## src/rtl/serial_pair_tx_if.sv

```systemverilog
// Parallel operand-pair handshake between a host/test source and serial_pair_tx.
interface serial_pair_tx_if #(
    parameter int unsigned WIDTH = 8
);
    logic             in_valid;
    logic             in_ready;
    logic [WIDTH-1:0] in_a;
    logic [WIDTH-1:0] in_b;

    modport master (output in_valid, output in_a, output in_b, input in_ready);
    modport slave  (input in_valid, input in_a, input in_b, output in_ready);
endinterface

```

## src/rtl/serial_pair_tx.sv

```systemverilog
// Shifts an accepted operand pair out LSB-first on line1/line2 with frame/last
// markers, followed by a programmable idle gap.
module serial_pair_tx #(
    parameter int unsigned WIDTH = 8,
    parameter int unsigned GAP   = 1
) (
    input  logic             clock,
    input  logic             reset,
    serial_pair_tx_if.slave  s_in,
    output logic             line1,
    output logic             line2,
    output logic             frame,
    output logic             last,
    output logic             busy
);
    localparam int unsigned CW = (WIDTH > 1) ? $clog2(WIDTH) : 1;
    localparam logic [CW-1:0] CNT_LAST = CW'(WIDTH - 1);
    localparam logic [CW-1:0] CNT_PEN  = CW'(WIDTH - 2);
    localparam logic [3:0]    GAP_LAST = 4'((GAP == 0) ? 0 : GAP - 1);

    typedef enum logic [1:0] {S_IDLE, S_SHIFT, S_GAP} state_t;

    state_t           r_state;
    logic [WIDTH-1:0] r_sh_a;
    logic [WIDTH-1:0] r_sh_b;
    logic [CW-1:0]    r_cnt;
    logic [3:0]       r_gcnt;
    logic             r_line1;
    logic             r_line2;
    logic             r_frame;
    logic             r_last;
    logic             r_busy;
    logic             r_ready;
    logic             w_load;

    // r_ready is high exactly in IDLE and in the GAP==0 last-bit cycle, so one
    // load branch covers both the idle accept and the back-to-back reload.
    assign w_load = s_in.in_valid && r_ready;

    always_ff @(posedge clock or posedge reset) begin
        if (reset) begin
            r_state <= S_IDLE;
            r_sh_a  <= '0;
            r_sh_b  <= '0;
            r_cnt   <= '0;
            r_gcnt  <= '0;
            r_line1 <= 1'b0;
            r_line2 <= 1'b0;
            r_frame <= 1'b0;
            r_last  <= 1'b0;
            r_busy  <= 1'b0;
            r_ready <= 1'b0;
        end else if (w_load) begin
            r_state <= S_SHIFT;
            r_sh_a  <= s_in.in_a >> 1;
            r_sh_b  <= s_in.in_b >> 1;
            r_cnt   <= '0;
            r_gcnt  <= '0;
            r_line1 <= s_in.in_a[0];
            r_line2 <= s_in.in_b[0];
            r_frame <= 1'b1;
            r_last  <= 1'b0;
            r_busy  <= 1'b1;
            r_ready <= 1'b0;
        end else begin
            case (r_state)
                S_IDLE: begin
                    r_line1 <= 1'b0;
                    r_line2 <= 1'b0;
                    r_frame <= 1'b0;
                    r_last  <= 1'b0;
                    r_busy  <= 1'b0;
                    r_ready <= 1'b1;
                end
                S_SHIFT: begin
                    if (r_cnt != CNT_LAST) begin
                        r_cnt   <= r_cnt + 1'b1;
                        r_line1 <= r_sh_a[0];
                        r_line2 <= r_sh_b[0];
                        r_sh_a  <= r_sh_a >> 1;
                        r_sh_b  <= r_sh_b >> 1;
                        r_frame <= 1'b1;
                        r_last  <= (r_cnt == CNT_PEN);
                        r_busy  <= 1'b1;
                        r_ready <= (r_cnt == CNT_PEN) && (GAP == 0);
                    end else begin
                        r_line1 <= 1'b0;
                        r_line2 <= 1'b0;
                        r_frame <= 1'b0;
                        r_last  <= 1'b0;
                        r_gcnt  <= '0;
                        if (GAP == 0) begin
                            r_state <= S_IDLE;
                            r_busy  <= 1'b0;
                            r_ready <= 1'b1;
                        end else begin
                            r_state <= S_GAP;
                            r_busy  <= 1'b1;
                            r_ready <= 1'b0;
                        end
                    end
                end
                S_GAP: begin
                    if (r_gcnt == GAP_LAST) begin
                        r_state <= S_IDLE;
                        r_busy  <= 1'b0;
                        r_ready <= 1'b1;
                    end else begin
                        r_gcnt  <= r_gcnt + 1'b1;
                    end
                end
                default: begin
                    r_state <= S_IDLE;
                    r_busy  <= 1'b0;
                    r_ready <= 1'b0;
                end
            endcase
        end
    end

    assign line1         = r_line1;
    assign line2         = r_line2;
    assign frame         = r_frame;
    assign last          = r_last;
    assign busy          = r_busy;
    assign s_in.in_ready = r_ready;
endmodule

```

## src/flat_wrapper.sv

```systemverilog
// flat-port wrapper written by rule: the top's interface ports become plain ports
module serial_pair_tx_flat 
#(
    parameter int unsigned WIDTH = 8,
    parameter int unsigned GAP   = 1
)
  (clock, reset, line1, line2, frame, last, busy, s_in_in_valid, s_in_in_a, s_in_in_b, s_in_in_ready);
  serial_pair_tx_if #(.WIDTH(WIDTH)) s_in_i ();
  input  logic clock;
  input  logic reset;
  output logic line1;
  output logic line2;
  output logic frame;
  output logic last;
  output logic busy;
  input wire logic [$bits(s_in_i.in_valid)-1:0] s_in_in_valid;
  input wire logic [$bits(s_in_i.in_a)-1:0] s_in_in_a;
  input wire logic [$bits(s_in_i.in_b)-1:0] s_in_in_b;
  output wire logic [$bits(s_in_i.in_ready)-1:0] s_in_in_ready;
  assign s_in_i.in_valid = s_in_in_valid;
  assign s_in_i.in_a = s_in_in_a;
  assign s_in_i.in_b = s_in_in_b;
  assign s_in_in_ready = s_in_i.in_ready;
  serial_pair_tx #(.WIDTH(WIDTH), .GAP(GAP)) u_core (.clock(clock), .reset(reset), .s_in(s_in_i), .line1(line1), .line2(line2), .frame(frame), .last(last), .busy(busy));
endmodule
```

## config.mk

```make
export PLATFORM = sky130hd
export DESIGN_NAME = serial_pair_tx_flat
export DESIGN_NICKNAME = d
export VERILOG_FILES = /design/src/rtl/serial_pair_tx_if.sv /design/src/rtl/serial_pair_tx.sv /design/src/flat_wrapper.sv
export SDC_FILE = /design/constraint.sdc
export NUM_CORES = 1
export LEC_CHECK = 0
export CAP_MARGIN = 20
export CORE_ASPECT_RATIO = 0.9
export CORE_MARGIN = 1
export CORE_UTILIZATION = 28
export CTS_CLUSTER_SIZE = 16
export DETAILED_ROUTE_END_ITERATION = 7
export HOLD_SLACK_MARGIN = 0.08
export PLACE_DENSITY_LB_ADDON = 0.08
export SKIP_LAST_GASP = 1
export SLEW_MARGIN = 5
export SYNTH_ARGS = -nofsm -noshare
export SYNTH_HDL_FRONTEND = slang
export SYNTH_SLANG_ARGS = --single-unit
```

## constraint.sdc

```tcl
create_clock -name clock -period 4.5 [get_ports clock]
set_clock_uncertainty 0.2 [all_clocks]
set_input_delay 0.9 -clock clock [delete_from_list [all_inputs] [get_ports clock]]
set_output_delay 0.9 -clock clock [all_outputs]
set_load 0.01 [all_outputs]
```

==> impl.org <==
** Status
- Run status :: finished clean

** Worst setup path
- The worst register-to-register path begins at u_core.r_cnt[1].
- WP data required :: 4480 ps
- The worst register-to-register path ends at u_core.r_gcnt[0].
- Data arrival time of the critical path :: 2480 ps
- Worst Setup Start Kind :: input pin
- Number of cells on the worst reg-to-reg path :: 5
- The worst setup path is captured at a register.
- The worst register-to-register path has a setup slack of approximately 2400 ps.
- The worst setup path is of the input pin to register kind.
- Maximum fanout along the worst path :: 33

** Synthesis
- In the synthesized netlist, the number of instances is about 160.
- After synthesis, the cell types taking the most area are sky130_fd_sc_hd__dfrtp_1 50%, sky130_fd_sc_hd__nand2_1 8.5%, sky130_fd_sc_hd__ha_1 6.9%, sky130_fd_sc_hd__a31oi_1 5.6%, sky130_fd_sc_hd__nor2_1 5.2%.
- Mapped cell area :: 1450 sq um
- Largest area contributor in the netlist :: sky130_fd_sc_hd__dfrtp_1
- Of the post-synthesis cell area, the dominant cell type holds 0.501.
- For this run, the register share of the synthesized area comes to 0.501.
- Mapped Avg Cell Area :: just over 9 sq um
- Yosys printed 0 warnings.
- After synthesis the netlist holds a flip-flop and latch count of 29.
- Synthesized net count :: about 180
- Counting distinct cell types in the post-synthesis netlist gives 33.

** Clocking
- In this run, post-CTS repair resized a total of 0 instances.
- For this design, the sink count on the clock tree is 29.
- Setup repair bufs after CTS :: 0
- Source-to-sink clock delay at the later pin of the worst-skew pair :: between 200 and 300 ps
- Clock transition at the registers of the reported paths :: 70 ps
- Buffer levels on the longest clock path :: 2
- TritonCTS built the clock tree.
- In this run, post-CTS hold repair placed 0 buffers.
- The tree is rooted in a sky130_fd_sc_hd__clkbuf_8.
- The H-tree was split into 2 levels.
- In this run, CTS created clock tree buffers numbering 5.

** Min path
- For hold timing, the worst endpoint is u_core.frame.
- The worst hold path begins at u_core.frame.
- The tightest min-delay check is of the register to register type.
- Counting instances, the worst hold path has a depth of 2.

** Route
- DR vias/cell :: 4.87
- In the final routed layout, each cell accounts on average for ~14 um.
- In this run the remaining antenna-violating nets after routing total 0.
- In the routed design, unresolved DRC markers number 0.
- After the first detailed-routing iteration, the DRC count stood at 75.
- Across all layers, the routed design uses roughly 1200 vias.
- Count of TritonRoute iterations in the first routing pass :: 4
- The routed design has 3.39 mm of wire.

** Layout
- Of the cells placed in the final design, the portion with a size suffix greater than 1 is 0.0615.
- Registers take approximately 730 sq um.
- The number of antenna diodes in the final layout is 0.
- Final layout net count :: between 200 and 250
- The library cell used most frequently in the layout, excluding fill and tap cells, is sky130_fd_sc_hd__nand2_1.
- Area of combinational cells with multiple inputs :: ~640 sq um
- Filler Cells Inserted :: just over 500
- Fin cells :: about 240
- Compared with the post-synthesis result, the final layout area differs by 26.3%.
- Once layout is done, the placed cells without fillers occupy between 1500 and 2000 sq um.
- The top cell types in the final layout, fill and taps aside, are 33 x sky130_fd_sc_hd__nand2_1, 29 x sky130_fd_sc_hd__dfrtp_1, 24 x sky130_fd_sc_hd__clkdlybuf4s50_1.

** STA
- Setup repair after global routing left no endpoint under its margin.
- In this run the tightest slew margin relative to its limit is 0.329.
- Final cycle utilization of the critical path :: 0.556
- After routing, the total negative slack on setup checks comes to 0 ps.
- Final Hold Viols :: 0
- The count of final max-slew check failures was 0.
- Final min period :: roughly 2500 ps
- Derived from the worst setup path, the maximum achievable clock frequency is between 0.3 and 0.4 GHz.
- Worst Tran Pin Value :: approximately 1000 ps
- Final setup fails :: 0

** Placed design
- Total instance count after detailed placement :: roughly 240
- Detailed placement HPWL :: 2.21 mm
- Number of port buffers :: 24
- Once placement finished, the instance area stood at around 1700 sq um.
- Routability-driven placement finished with a final weighted congestion of about 0.7.

** Global route
- Total global-route track usage :: 0.138
- The number of antenna violations at the first check in global routing came to 0.
- Entering global routing, the biggest net connects 34 pins.
- The first global-routing pass estimated ~5.7 mm of wire.
- Via count of the first global-routing pass :: between 1000 and 1500
- After global routing the overflow that remains totals 0.

** Floorplanning
- After floorplanning, the core was sized to cover approximately 4900 sq um.
- The initial utilization of the core area, before any placement, comes to 0.294.
- In this run the core area contains 24 standard-cell rows.
- Total die area :: roughly 5500 sq um
- Height of the chip :: 70.2 um
- In this run the horizontal extent of the chip is roughly 80 um.
- Ports :: 25

** Run
- Max_cap viols :: 0

** Power and ir drop
- In this run the static leakage power is roughly 0.00082 uW.
- Maximum ir drop on the vdd rail :: ~220 uV
- Overall power after layout :: 1120 uW
- Pwr per Cell Area :: a little over 600 nW/um^2
## worst max-delay path by stage
stage             startpoint          endpoint  slack [ps]  depth (start not counted)
5_1_grt        s_in_in_valid  u_core.r_gcnt[2]        1810                          4
6_report       s_in_in_valid  u_core.r_gcnt[0]        2000                          4
2_1_floorplan  s_in_in_valid  u_core.r_sh_a[6]        2690                          3
3_3_place_gp   s_in_in_valid  u_core.r_gcnt[0]        1760                          4
4_1_cts        s_in_in_valid  u_core.r_gcnt[0]        2000                          4
3_5_place_dp   s_in_in_valid  u_core.r_gcnt[0]        1690                          4
## cell families (layout without fill, tap and decap cells)
family / Yosys count / count (layout) / share of synthesized area
AOI/OAI and AO/OA: 34 / 34 / 0.169
adders and majority gates: 8 / 8 / 0.0691
buffers and inverters: 18 / 41 / 0.0544
DFF: 29 / 29 / 0.501
and+or+nand+nor: 67 / 67 / 0.206
## synthesized netlist by cell type
| cell | number |
|---|---|
| sky130_fd_sc_hd__o32ai_1 | 1 |
| sky130_fd_sc_hd__and3_1 | 1 |
| sky130_fd_sc_hd__clkbuf_1 | 6 |
| sky130_fd_sc_hd__or4_1 | 1 |
| sky130_fd_sc_hd__nor2b_1 | 1 |
| sky130_fd_sc_hd__o21ai_0 | 3 |
| sky130_fd_sc_hd__nand3_1 | 2 |
| sky130_fd_sc_hd__or3b_1 | 1 |
| sky130_fd_sc_hd__o31ai_1 | 1 |
| sky130_fd_sc_hd__o211a_1 | 1 |
| sky130_fd_sc_hd__and2_1 | 1 |
| sky130_fd_sc_hd__nor3_1 | 1 |
| sky130_fd_sc_hd__a32oi_1 | 1 |
| sky130_fd_sc_hd__a211oi_1 | 3 |
| sky130_fd_sc_hd__nand2_1 | 33 |
| sky130_fd_sc_hd__nand4_1 | 1 |
| sky130_fd_sc_hd__o311ai_0 | 2 |
| sky130_fd_sc_hd__a31oi_1 | 13 |
| sky130_fd_sc_hd__buf_2 | 3 |
| sky130_fd_sc_hd__a22o_1 | 2 |
| sky130_fd_sc_hd__nand3b_1 | 1 |
| sky130_fd_sc_hd__nor2b_4 | 1 |
| sky130_fd_sc_hd__nand2b_1 | 2 |
| sky130_fd_sc_hd__a21oi_1 | 2 |
| sky130_fd_sc_hd__o221a_2 | 1 |
| sky130_fd_sc_hd__a211o_1 | 2 |
| sky130_fd_sc_hd__a221oi_1 | 2 |
| sky130_fd_sc_hd__ha_1 | 8 |
| sky130_fd_sc_hd__buf_6 | 1 |
| sky130_fd_sc_hd__inv_1 | 8 |
| sky130_fd_sc_hd__nor4bb_1 | 1 |
| sky130_fd_sc_hd__nor2_1 | 20 |
| sky130_fd_sc_hd__dfrtp_1 | 29 |
## cell type report
cell class / instances / area share
sequential: 29 / 0.396
multi-input combinational: 109 / 0.352
timing repair buffer: 25 / 0.135
clock buffer: 7 / 0.0526
tap: 65 / 0.0444
inverter: 8 / 0.0164
clock inverter: 1 / 0.00273
## layer usage
metal / global-route usage / wire [um]
met5: 0 / 0
met4: 0.0566 / 42
met3: 0.0392 / 169
met2: 0.220 / 1580
met1: 0.175 / 1600
## power breakdown
group	switching, uW	internal [uW]	total (uW)
Clock	101	138	239
Combinational	264	192	455
Sequential	60.6	368	428
## worst max-delay path: stages
cell and delay (ps):
sky130_fd_sc_hd__clkdlybuf4s50_1 410, sky130_fd_sc_hd__nand2_1 740, sky130_fd_sc_hd__o311ai_0 290, sky130_fd_sc_hd__o31ai_1 130
## state kept, by name, indices dropped and copies added (netlist names)
signal                count
u_core.frame              1
u_core.r_gcnt             4
u_core.r_sh_b             7
u_core.line2              1
u_core.r_state            2
u_core.r_sh_a             7
u_core.r_cnt              3
u_core.last               1
u_core.busy               1
u_core.s_in.in_ready      1
u_core.line1              1
## through the flow
step,util,hold WS (ps),setup slack [ps]
after floorplan,-,266,2690
after global placement,0.351,265,1760
after detailed placement,0.351,272,1690
after CTS,0.372,287,2000
after global routing,0.372,329,1810
final,0.372,277,2000
Power figures use the tool's default switching activity.
